==> src/rtl/alu_exec_stage.sv <==
// Two-stage ALU issue/result stage: 8x16 register file, S2->S1 forwarding, external combinational ALU.
// Optional macro ALU_EXEC_IMM_EN: the S1 immediate may replace the rs2 operand on alu_b.
module alu_exec_stage #(
  parameter int N = 16
) (
  input  logic         clk,
  input  logic         rst_n,
  input  logic         in_valid,
  output logic         in_ready,
  input  logic [3:0]   in_op,
  input  logic [2:0]   in_rd,
  input  logic [2:0]   in_rs1,
  input  logic [2:0]   in_rs2,
  input  logic [N-1:0] in_imm,
  input  logic         in_imm_sel,
  output logic [N-1:0] alu_a,
  output logic [N-1:0] alu_b,
  output logic [3:0]   alu_op,
  input  logic [N-1:0] alu_y,
  output logic         out_valid,
  input  logic         out_ready,
  output logic [N-1:0] out_data,
  output logic [2:0]   out_rd,
  output logic         flag_eq,
  output logic         flag_lt
);
  localparam logic [3:0] OP_CMP = 4'd6;

  typedef struct packed {
    logic [3:0]   op;
    logic [2:0]   rd;
    logic [2:0]   rs1;
    logic [2:0]   rs2;
    logic [N-1:0] imm;
    logic         imm_sel;
  } s1_t;

  typedef struct packed {
    logic [N-1:0] data;
    logic [2:0]   rd;
    logic         is_cmp;
  } s2_t;

  s1_t               s1_q, s1_d;
  s2_t               s2_q, s2_d;
  logic [2:1]        vld_pipe_q, vld_pipe_d;
  logic [7:0][N-1:0] rf_q, rf_d;
  logic              flag_eq_q, flag_eq_d, flag_lt_q, flag_lt_d;
  logic              s2_ld, accept, wb;
  logic [N-1:0]      rs1_val, rs2_val;

  assign s2_ld    = !vld_pipe_q[2] || out_ready;
  assign in_ready = !vld_pipe_q[1] || s2_ld;
  assign accept   = in_valid && in_ready;
  assign wb       = vld_pipe_q[2] && out_ready;

  // S2 holds the newest value of its rd; it overrides the (older) register file entry.
  always_comb begin
    rs1_val = rf_q[s1_q.rs1];
    rs2_val = rf_q[s1_q.rs2];
    if (vld_pipe_q[2] && s2_q.rd != 3'd0 && s2_q.rd == s1_q.rs1) rs1_val = s2_q.data;
    if (vld_pipe_q[2] && s2_q.rd != 3'd0 && s2_q.rd == s1_q.rs2) rs2_val = s2_q.data;
  end

  assign alu_op = s1_q.op;
  assign alu_a  = rs1_val;
`ifdef ALU_EXEC_IMM_EN
  assign alu_b  = s1_q.imm_sel ? s1_q.imm : rs2_val;
`else
  logic unused_imm;
  assign unused_imm = ^{s1_q.imm, s1_q.imm_sel};
  assign alu_b      = rs2_val;
`endif

  always_comb begin
    s1_d       = s1_q;
    s2_d       = s2_q;
    vld_pipe_d = vld_pipe_q;
    rf_d       = rf_q;
    flag_eq_d  = flag_eq_q;
    flag_lt_d  = flag_lt_q;
    if (accept) s1_d = '{op: in_op, rd: in_rd, rs1: in_rs1, rs2: in_rs2,
                         imm: in_imm, imm_sel: in_imm_sel};
    vld_pipe_d[1] = accept || (vld_pipe_q[1] && !s2_ld);
    if (s2_ld) begin
      vld_pipe_d[2] = vld_pipe_q[1];
      if (vld_pipe_q[1]) s2_d = '{data: alu_y, rd: s1_q.rd, is_cmp: s1_q.op == OP_CMP};
    end
    // r0 is never written, so rf_q[0] stays at its reset value of zero.
    if (wb) begin
      if (s2_q.rd != 3'd0) rf_d[s2_q.rd] = s2_q.data;
      if (s2_q.is_cmp) begin
        flag_eq_d = s2_q.data[N-1];
        flag_lt_d = s2_q.data[N-2];
      end
    end
  end

  always_ff @(posedge clk or negedge rst_n) begin
    if (!rst_n) begin
      s1_q       <= '0;
      s2_q       <= '0;
      vld_pipe_q <= '0;
      rf_q       <= '0;
      flag_eq_q  <= 1'b0;
      flag_lt_q  <= 1'b0;
    end else begin
      s1_q       <= s1_d;
      s2_q       <= s2_d;
      vld_pipe_q <= vld_pipe_d;
      rf_q       <= rf_d;
      flag_eq_q  <= flag_eq_d;
      flag_lt_q  <= flag_lt_d;
    end
  end

  assign out_valid = vld_pipe_q[2];
  assign out_data  = s2_q.data;
  assign out_rd    = s2_q.rd;
  assign flag_eq   = flag_eq_q;
  assign flag_lt   = flag_lt_q;
endmodule
==> config.mk <==
export PLATFORM = sky130hd
export DESIGN_NAME = alu_exec_stage
export DESIGN_NICKNAME = d
export VERILOG_FILES = /design/src/rtl/alu_exec_stage.sv
export SDC_FILE = /design/constraint.sdc
export NUM_CORES = 1
export LEC_CHECK = 0
export CORE_MARGIN = 2
export CORE_UTILIZATION = 42
export CTS_CLUSTER_SIZE = 14
export DETAILED_ROUTE_END_ITERATION = 6
export MAX_ROUTING_LAYER = met4
export PLACE_DENSITY = 0.69
export SYNTH_ARGS = -nofsm -noshare
export SYNTH_HDL_FRONTEND = slang
export SYNTH_SLANG_ARGS = --single-unit
==> constraint.sdc <==
create_clock -name clk -period 5.3 [get_ports clk]
set_input_delay 1.06 -clock clk [delete_from_list [all_inputs] [get_ports clk]]
set_output_delay 1.06 -clock clk [all_outputs]
set_load 0.02 [all_outputs]
; Word level (Yosys, flattened, before mapping)
; Index checks and enable logic that the tools add are counted.
[totals]
ff_bits = 165
input_bits = 50
elab_cells = 52
[op_classes]
order_cmp = 4
n_eq_ne = 3
mux = 9
reduce_logical = 17
[ops]
columns = operator, count
row1 = 128-bit bitwise mux, 1
row2 = 16-bit binary-select mux with 3-bit select, 2
row3 = 16-bit 2-to-1 mux, 5
row4 = 16-bit demux with 3-bit select, 1
row5 = 3-bit by 4-bit < comparator with 1-bit output (second input constant), 3
row6 = 1-bit logical AND, 7
row7 = 3-bit equality test, 2
row8 = 2-bit AND reduction, 3
row9 = 4-bit by 3-bit equality test with 1-bit output (second input constant), 1
row10 = 3-bit by 1-bit greater-or-equal comparator with 1-bit output (second input constant), 1
row11 = 1-bit logical NOT, 3
row12 = 1-bit logical OR, 3
row13 = 3-bit nonzero test, 1

; Longest topological paths before layout
; Gate-level depths: netlist of run 1.
[logic_depth]
ltp_word = 5
ltp_mapped = 7
depth_no_buf = 4

; Least setup slack after synthesis of run 1
; Ideal clock, no wire load.
[synth_timing]
path_kind = register -> output
from = register s2_q, in the netlist out_rd[2]
to = output alu_b[14]
t_arrival_ns = 1.817
t_required_ns = 4.240
path_slack_ns = 2.423
stages_incl_launch_ff = 6
path_buffers = 2
cell_sequence = dfrtp_1 > buf_6 > xor2_1 > a2111oi_4 > buf_6 > mux2_1
[synth_between]
elab_chain_len = 4
word_cells_on_any_way = 5
[synth_lines]
columns = element, line
row1 = from (decl), 45  ; s2_t s2_q, s2_d;
row2 = from (signal assigned), 102  ; s2_q <= '0;
row3 = from (signal assigned), 109  ; s2_q <= s2_d;
row4 = 3-bit nonzero test, 62  ; if (vld_pipe_q[2] && s2_q.rd != 3'd0 && s2_q.rd == s1_q.rs2) rs2_val = s2_q.data;
row5 = 1-bit logical AND, 62
row6 = 1-bit logical AND *, 62
row7 = 16-bit 2-to-1 mux *, 62
row8 = to (decl), 17  ; output logic [N-1:0] alu_b,
; Mark *: on every way between the ends. The rest lies on a longest branch, timed or not.

; Worst setup path after layout of run 1
[layout_timing]
from = register s1_q[19] in the netlist's numbering
to = output alu_b[10]
[layout_between]
elab_chain_len = 3
word_cells_on_any_way = 5
[layout_lines]
columns = element, line
row1 = from (decl), 44  ; s1_t s1_q, s1_d;
row2 = from (signal assigned), 101  ; s1_q <= '0;
row3 = from (signal assigned), 108  ; s1_q <= s1_d;
row4 = 16-bit binary-select mux with 3-bit select or 3-bit equality test (tied branches), "60, 62"
row5 = 16-bit 2-to-1 mux (not written as such) or 1-bit logical AND (tied branches), "60, 62"
row6 = 16-bit 2-to-1 mux *, 62
; Mark *: on every way between the ends. The rest lies on a longest branch, timed or not. The select of a mux whose other input is x is not followed.

==> impl_results.md, run 1 <==
* Post-Route WL at 20300 um
* Post-Route Skew at 7.99 ps
* Min-Delay Path Class: reg2reg
* Most common cell in the netlist: dfrtp_1
* WHS Endpoint: rf_q[3]
* TritonCTS buffer count at 17
* GR Layer Usage met2 at 32.2%
* Maxcap violations at 0
* Clk_lat worst skew at 420 ps
* Cell Area, Placed at 0.00974 sq mm
* Final setup vio count at 0
* Final #Nets at 717
* Area growth, synth to finish at 16.7%
* Vias in the first global route at 5852
* Synth area leader: dfrtp_1
* Die width at 149 um
* Synth Instances at 616
* Worst r2r path cells at 4
* CORE AREA at 0.0208 sq mm
* Maximum clock insertion buffer count at 2
* Crit-path leading delay family: flip-flops
* Met1 usage at 25.5%
* Initial antenna violation count at 0
* Pin count of the biggest net entering global routing at 92
* Synth top area share at 46.8%
* Worst setup EP type: output pin
* Num rows at 53
* Synth cell types at 26
* Synthesized area per cell at 14.3 sq um
* Vias post-DR at 5201
* Finished Layout Cells at 955
* WL/cell at 21.3 um
* Initial drt markers at 320
* Initial Utilization at 42.4%
* Minimum clock period at 4220 ps
* Grt ovf at 0
* Worst-path fanout max at 17
* Final HPWL DP at 13200 um
* Post-CTS Hold Buffers at 0
* Pwr dens at 550 mW/mm^2
* Max H-tree Level at 4
* Die Y at 149 um
* Ys Warns at 0
* VDD IR max at 0.000239 V
* Sequential element share of the synthesized area at 46.8%
* Main synth FF type: dfrtp_1
* Worst-margin pin slew at 1030 ps
* Cells after DPL at 923
* Total power draw at 5.66 mW
* Reg2reg end: rf_q[55]
* Leak at 4.28 nW
* Post_cts resized at 0
* PortBufs at 91
* Vias per inst at 5.45
* Drt first pass iters at 4
* Global-route wire length before repair at 32700 um
* Register-to-register setup slack at 2930 ps
* Final Max Slew Viols at 0
* Final ANT Viol Nets at 0
* Final hold vios at 0
* Fmax at 237 MHz
* Critical path class: reg2out
* Crit path cell chain: xor2_1 > a2111oi_4 > buf_4 > mux2_2 > clkdlybuf4s50_1
* CP peak stage delay at 880 ps
* Commonest cells post-synth: dfrtp_1 (165), mux2_2 (162), nand2_1 (70)
* Worst slew margin at 31.1%
* Total Routing Usage GR at 20.1%
* Flop and latch count out of synthesis at 165
* EDFF count, synth at 0
* IO Pins at 109
* RSZ-0062 raised after global routing: false
* Hold Startpoint: rf_q[3]
* Area of the mapped netlist at 0.00882 sq mm
* CP Data Arrival Time at 3160 ps
* Post-synthesis async set-or-reset flop share at 100%
* Outcome: finished, final reports clean
* Setup tns final at 0 ps
* Postcts setup bufs at 0
* Final GP Congestion at 0.770
* Hold depth at 0
* Final instance area at 0.0103 sq mm
* Critical Path RT at 4240 ps
* # clock sinks at 165
* M3 GR Usage at 3.67%
* Die area at 0.0222 sq mm
* Slowest-stage cell, CP: dfrtp_1
* GRT busiest layer: met2
* Setup crit start kind: flip-flop
* ANT cells at 0
* Clock-pin slew on the worst setup and hold paths at 70 ps
* WP buf/inv at 2
* CTS tree: yes
* Post-Syn Nets at 666
* Share of cells above drive strength 1 at 44.1%
* Tcrit/Tclk final at 79.7%
* Root buffer cell: clkbuf_16
* Largest cells by area after synthesis: dfrtp_1 (47%), mux2_2 (21%), mux4_2 (16%)
* Drt drc at 0
* Reg-to-reg critical path startpoint: out_rd[1]
==> worst max path at each step <==
stage | from | endpoint | slack, ps | depth (start not counted)
after global placement | s1_q[19] | alu_b[10] | 1500 | 5
after CTS | s1_q[19] | alu_b[10] | 1070 | 5
after global routing | s1_q[19] | alu_b[5] | 970 | 5
final | s1_q[19] | alu_b[10] | 1080 | 5
after detailed placement | s1_q[19] | alu_b[10] | 1530 | 5
after floorplan | out_rd[2] | alu_b[14] | 2420 | 5
==> registers in the layout, indices dropped and copies added (netlist names) <==
register and count:
alu_op 4, flag_eq 1, flag_lt 1, out_data 16, out_rd 3, rf_q 128, s1_q 9, s2_q 1
vld_pipe_q 2
==> kinds of logic (layout without fill, tap and decap cells) <==
| family | count (synthesis) | after routing | synth area share [%] |
|---|---|---|---|
| flops | 165 | 165 | 46.8 |
| mux | 242 | 242 | 39.5 |
| simple gates | 117 | 117 | 6.40 |
| compound gates | 7 | 7 | 1.22 |
| xor+xnor | 4 | 4 | 0.397 |
| buf+inv | 81 | 145 | 5.69 |
==> area by class of cell <==
type	count	area, sq um
multi-input cells	370	4190
clock buffers	17	425
repair buffers	112	1070
flip-flops and latches	165	4130
clock inverters	15	131
well taps	275	344
fillers	1814	10500
inverters	1	3.75
==> layout by cell type (no fill, tap or decap), drive strengths merged <==
| cell type | n |
|---|---|
| nand2b | 36 |
| buf | 22 |
| nand3b | 1 |
| o21ai | 3 |
| or3 | 1 |
| bufinv | 1 |
| clkinvlp | 2 |
| nor3 | 3 |
| clkbuf | 17 |
| dfrtp | 165 |
| mux4 | 64 |
| inv | 5 |
| clkinv | 8 |
| nand3 | 2 |
| clkdlybuf4s50 | 90 |
| nand2 | 70 |
| mux2 | 178 |
| nor2 | 3 |
| a2111oi | 2 |
| xor2 | 4 |
| o21bai | 2 |
| or4bb | 1 |
==> metrics by stage <==
stage	hold WS (ps)	worst slack [ps]	util [%]
after detailed placement	387	1530	46.8
after floorplan	441	2420	-
final	396	1080	49.4
after global placement	376	1500	46.8
after CTS	401	1070	49.4
after global routing	414	975	49.4
==> per-layer routing <==
| layer | part of all wire [%] | vias up |
|---|---|---|
| met1 | 43 | 2729 |
| met3 | 4.2 | 38 |
| met5 | 0 | - |
| met4 | 2.4 | 0 |
| li1 | - | 2310 |
| met2 | 50 | 124 |
==> power breakdown <==
part	internal (mW)	leakage (nW)	switching [mW]
Sequential	1.74	2.01	0.445
Clock	0.650	0.274	0.529
Combinational	1.39	2.00	0.910
Note: power is estimated with default switching activity, not from simulation.
==> inputs of run 2 (changes only) <==
==> constraint.sdc (replaced) <==
create_clock -name clk -period 3.98 [get_ports clk]
set_input_delay 0.796 -clock clk [delete_from_list [all_inputs] [get_ports clk]]
set_output_delay 0.796 -clock clk [all_outputs]
set_load 0.02 [all_outputs]
==> impl_results.md, run 2 (synthesized netlist as in run 1, its figures left out) <==
* Outcome: finished, final reports clean (unchanged)
* Post_cts resized at 0 (unchanged)
* Area growth, synth to finish at 17.4% (was 16.7%)
* IO Pins at 109 (unchanged)
* Hold Startpoint: rf_q[8] (was rf_q[3])
* CP peak stage delay at 630 ps (was 880 ps)
* Vias post-DR at 5213 (was 5201)
* Post-place setup slack at 607 ps (was 1530 ps)
* Drt first pass iters at 4 (unchanged)
* ANT cells at 0 (unchanged)
* Worst-margin pin slew at 1110 ps (was 1030 ps)
* Worst-path fanout max at 16 (was 17)
* Final GP Congestion at 0.762 (was 0.770)
* Slowest-stage cell, CP: dfrtp_1 (unchanged)
* Largest reg by FF count: rf_q (unchanged)
* Die Y at 149 um (unchanged)
* Setup crit start kind: flip-flop (unchanged)
* Vias per inst at 5.45 (about the same)
* Initial antenna violation count at 0 (unchanged)
* Post-Route Skew at 6.76 ps (was 7.99 ps)
* Cell Area, Placed at 0.00977 sq mm (was 0.00974 sq mm)
* Hold depth at 0 (unchanged)
* Num rows at 53 (unchanged)
* Leak at 4.30 nW (was 4.28 nW)
* Critical Path RT at 3180 ps (was 4240 ps)
* Vias in the first global route at 5720 (was 5852)
* PortBufs at 91 (unchanged)
* Worst r2r path cells at 3 (was 4)
* Tcrit/Tclk final at 95.9%
* Final hold vios at 0 (unchanged)
* WP buf/inv at 2 (unchanged)
* Critical path class: reg2out (unchanged)
* # clock sinks at 165 (unchanged)
* Share of cells above drive strength 1 at 44.3% (was 44.1%)
* Clock-pin slew on the worst setup and hold paths at 70 ps (about the same)
* Final HPWL DP at 13100 um (was 13200 um)
* Pwr dens at 735 mW/mm^2 (was 550 mW/mm^2)
* Worst slew margin at 25.8% (was 31.1%)
* Crit path cell chain: o21bai_4 > a2111oi_4 > buf_4 > mux2_2 > clkdlybuf4s50_1 (was xor2_1 > a2111oi_4 > buf_4 > mux2_2 > clkdlybuf4s50_1)
* Min Hold Slack at 397 ps (was 396 ps)
* WHS Endpoint: rf_q[8] (was rf_q[3])
* CORE AREA at 0.0208 sq mm (unchanged)
* Commonest non-fill, non-tap cells in the layout: dfrtp_1 (163), mux2_2 (162), clkdlybuf4s50_1 (90) (unchanged)
* Global-route wire length before repair at 32600 um (was 32700 um)
* Die area at 0.0222 sq mm (unchanged)
* Worst setup EP type: output pin (unchanged)
* Grt ovf at 0 (unchanged)
* WL/cell at 21.2 um (was 21.3 um)
* Setup tns final at 0 ps (unchanged)
* Final instance area at 0.0104 sq mm (was 0.0103 sq mm)
* Largest register FFs at 128 (unchanged)
* Minimum clock period at 3820 ps
* Final setup vio count at 0 (unchanged)
* Final Max Slew Viols at 0 (unchanged)
* Final #Nets at 719 (was 717)
* RSZ-0062 raised after global routing: false (unchanged)
* Setup ws final at 162 ps (was 1080 ps)
* TritonCTS buffer count at 17 (unchanged)
* Post-Route WL at 20300 um (about the same)
* CTS tree: yes (unchanged)
* Fmax at 262 MHz
* VDD IR max at 0.000333 V (was 0.000239 V)
* Register-to-register setup slack at 1690 ps (was 2930 ps)
* Most common cell after layout, fill and taps aside: dfrtp_1 (unchanged)
* Clk_lat worst skew at 430 ps (was 420 ps)
* Drt drc at 0 (unchanged)
* Reg-to-reg critical path startpoint: out_rd[1] (unchanged)
* Min-Delay Path Class: reg2reg (unchanged)
* Pin count of the biggest net entering global routing at 85 (was 92)
* Post-CTS Hold Buffers at 0 (unchanged)
* Initial Utilization at 42.4% (unchanged)
* Total Routing Usage GR at 20.1% (about the same)
* Max H-tree Level at 4 (unchanged)
* Final ANT Viol Nets at 0 (unchanged)
* Die width at 149 um (unchanged)
* Root buffer cell: clkbuf_16 (unchanged)
* Reg2reg end: rf_q[40] (was rf_q[55])
* Crit-path leading delay family: buffers and inverters (was flip-flops)
* CP Data Arrival Time at 3020 ps (was 3160 ps)
* Maxcap violations at 0 (unchanged)
* Maximum clock insertion buffer count at 2 (unchanged)
* Total power draw at 7.62 mW (was 5.66 mW)
* Initial drt markers at 223 (was 320)
* Postcts setup bufs at 0 (unchanged)
run 2: cell types whose count changed in the layout (fill, tap and decap cells not counted), sizes merged:
| cell | delta |
|---|---|
| clkinv | -4 |
| bufinv | +1 |
| buf | +2 |
| clkbuf | +1 |
| clkinvlp | +3 |
| inv | -1 |
run 2: area by class of cell:
type | count | area [sq um]
timing repair buffer | 114 | 1100
tap | 275 | 344
fill | 1771 | 10500
sequential | 165 | 4130
clock inverter | 14 | 151
multi-input combinational | 370 | 4190
inverter | 1 | 3.75
clock buffer | 18 | 439
run 2: stage by stage:
step	utilization [%]	cells
floorplan	-	616
global placement	46.9	925
detailed placement	46.9	925
CTS	49.7	957
global route	49.7	957
finish	49.7	957
run 2: worst reg2reg max path, cell delays in order (launching register included):
cell	delay [ps]
dfrtp_1	630
nand3_1	230
or3_1	820
mux2_1	500
run 2: metal layers:
layer / up-vias / part of all wire, % / global-route usage (%) / routed length, um
li1: 2313 / - / - / -
met1: 2744 / 44 / 26.1 / 8990
met2: 135 / 50 / 32.9 / 10200
met3: 21 / 4.3 / 3.61 / 882
met4: 0 / 1.4 / 5.57 / 282
met5: - / 0 / - / 0
run 2: worst max-delay path by stage:
| stage | to | cells past startpoint | slack (ps) | start |
|---|---|---|---|---|
| after floorplan | alu_b[14] | 5 | 1370 | out_rd[2] |
| after global placement | alu_b[14] | 6 | 620 | s1_q[18] |
| after detailed placement | alu_b[14] | 6 | 610 | s1_q[18] |
| after CTS | alu_b[14] | 6 | 140 | s1_q[18] |
| after global routing | alu_b[5] | 6 | 40 | s1_q[18] |
| final | alu_b[13] | 5 | 160 | s1_q[17] |
run 2: power breakdown:
group	leakage, nW	total, mW	internal (mW)	switching (mW)
clock	0.275	1.65	0.945	0.701
combinational	2.01	3.09	1.85	1.23
sequential	2.01	2.88	2.31	0.567
==> inputs of run 3 (changes only) <==
--- a/config.mk
+++ b/config.mk
@@ -11,6 +11,7 @@
 export DETAILED_ROUTE_END_ITERATION = 6
 export MAX_ROUTING_LAYER = met4
 export PLACE_DENSITY = 0.69
+export RECOVER_POWER = 50
 export SYNTH_ARGS = -nofsm -noshare
 export SYNTH_HDL_FRONTEND = slang
 export SYNTH_SLANG_ARGS = --single-unit
==> impl_results.md, run 3 (synthesized netlist as in run 1, its figures left out) <==
* Grt ovf at 0 (unchanged)
* Worst r2r path cells at 4 (was 3)
* Tcrit/Tclk final at 96.1% (was 95.9%)
* Die Y at 149 um (unchanged)
* Area growth, synth to finish at 17.2% (was 17.4%)
* Num rows at 53 (unchanged)
* Pin count of the biggest net entering global routing at 85 (unchanged)
* Critical Path RT at 3180 ps (about the same)
* Total Routing Usage GR at 20.1% (unchanged)
* Die area at 0.0222 sq mm (unchanged)
* Setup crit start kind: flip-flop (unchanged)
* VDD IR max at 0.000315 V (was 0.000333 V)
* Drt first pass iters at 5 (was 4)
* CP Data Arrival Time at 3030 ps (was 3020 ps)
* Die width at 149 um (unchanged)
* WL/cell at 21.3 um (was 21.2 um)
* Share of cells above drive strength 1 at 44.1% (was 44.3%)
* Setup tns final at 0 ps (unchanged)
* Failing checks: capacitance limit, slew limit
* Post-CTS Hold Buffers at 0 (unchanged)
* Worst-path fanout max at 16 (unchanged)
* ANT cells at 0 (unchanged)
* Outcome: complete, but fails checks (was finished, final reports clean)
* Worst setup EP type: output pin (unchanged)
* Minimum clock period at 3830 ps (was 3820 ps)
* Maxcap violations at 1 (was 0)
* Min-Delay Path Class: reg2reg (unchanged)
* CTS tree: yes (unchanged)
* Vias in the first global route at 5720 (unchanged)
* Cells after DPL at 925 (unchanged)
* Leak at 4.29 nW (was 4.30 nW)
* Commonest non-fill, non-tap cells in the layout: dfrtp_1 (163), mux2_2 (162), clkdlybuf4s50_1 (89) (was dfrtp_1 (163), mux2_2 (162), clkdlybuf4s50_1 (90))
* Final GP Congestion at 0.762 (unchanged)
* Final setup vio count at 0 (unchanged)
* Post-Route WL at 20400 um (was 20300 um)
* Worst slew margin at -43.0% (was 25.8%)
* Global-route wire length before repair at 32600 um (unchanged)
* Total power draw at 7.62 mW (about the same)
* Root buffer cell: clkbuf_16 (unchanged)
* Reg2reg end: rf_q[58] (was rf_q[40])
* Reg-to-reg critical path startpoint: out_rd[1] (unchanged)
* Critical path class: reg2out (unchanged)
* Register-to-register setup slack at 1490 ps (was 1690 ps)
* Postcts setup bufs at 0 (unchanged)
* Largest register FFs at 128 (unchanged)
* Final hold vios at 0 (unchanged)
* Initial antenna violation count at 0 (unchanged)
* Fmax at 261 MHz (was 262 MHz)
* Setup crit end: alu_b[13] (unchanged)
* # clock sinks at 165 (unchanged)
* Clk_lat worst skew at 430 ps (about the same)
* Finished Layout Cells at 957 (unchanged)
* Final Max Slew Viols at 85 (was 0)
* Final #Nets at 719 (unchanged)
* PortBufs at 91 (unchanged)
* Post_cts resized at 0 (unchanged)
* IO Pins at 109 (unchanged)
* Initial Utilization at 42.4% (unchanged)
* Worst-margin pin slew at 2150 ps (was 1110 ps)
* Initial drt markers at 238 (was 223)
* Maximum clock insertion buffer count at 2 (unchanged)
* TritonCTS buffer count at 17 (unchanged)
* Final HPWL DP at 13100 um (unchanged)
* Min Hold Slack at 398 ps (was 397 ps)
* Vias post-DR at 5209 (was 5213)
* Final ANT Viol Nets at 0 (unchanged)
* Most common cell after layout, fill and taps aside: dfrtp_1 (unchanged)
* Vias per inst at 5.44 (was 5.45)
* RSZ-0062 raised after global routing: false (unchanged)
* Critical path origin: s1_q[17] (unchanged)
* Largest reg by FF count: rf_q (unchanged)
* Max H-tree Level at 4 (unchanged)
* Post-Route Skew at 6.99 ps (was 6.76 ps)
* Clock-pin slew on the worst setup and hold paths at 70 ps (about the same)
* Drt drc at 0 (unchanged)
* CORE AREA at 0.0208 sq mm (unchanged)
* Pwr dens at 737 mW/mm^2 (was 735 mW/mm^2)
-- run 3: critical path: stages, from the launching register on --
cell,delay (ps)
dfrtp_1,630
o21bai_4,310
a2111oi_4,400
buf_4,310
mux2_2,390
clkdlybuf4s50_1,550
-- run 3: layer usage --
| metal | track usage [%] | routed length (um) |
|---|---|---|
| met3 | 3.61 | 778 |
| met5 | - | 0 |
| met4 | 5.57 | 295 |
| met1 | 26.1 | 9090 |
| met2 | 32.9 | 10200 |
-- run 3: report_power, final --
part           total (mW)  internal, mW  switching [mW]
Sequential           2.88          2.31           0.569
Clock                1.65         0.945           0.702
Combinational        3.09          1.85            1.24
Total                7.62          5.11            2.51
-- run 3: how the worst min path moves through the flow --
stage | from | to | depth (start not counted)
final | rf_q[8] | rf_q[8] | 0
after global routing | rf_q[3] | rf_q[3] | 0
after CTS | rf_q[8] | rf_q[8] | 0
after detailed placement | rf_q[4] | rf_q[4] | 0
after global placement | rf_q[8] | rf_q[8] | 0
after floorplan | rf_q[0] | rf_q[0] | 1
-- run 3: area by class of cell --
| cell class | count | area, sq um |
|---|---|---|
| fill | 1778 | 10500 |
| multi-input combinational | 370 | 4190 |
| sequential | 165 | 4130 |
| timing repair buffer | 114 | 1080 |
| clock buffer | 18 | 439 |
| tap | 275 | 344 |
| clock inverter | 14 | 151 |
| inverter | 1 | 3.75 |
-- run 3: metrics by stage --
| stage | area [sq um] | setup WS, ps | util [%] |
|---|---|---|---|
| after floorplan | 8820 | 1370 | - |
| after global placement | 9770 | 622 | 46.9 |
| after detailed placement | 9770 | 607 | 46.9 |
| after CTS | 10400 | 137 | 49.7 |
| after global routing | 10300 | 44.1 | 49.7 |
| final | 10300 | 154 | 49.7 |
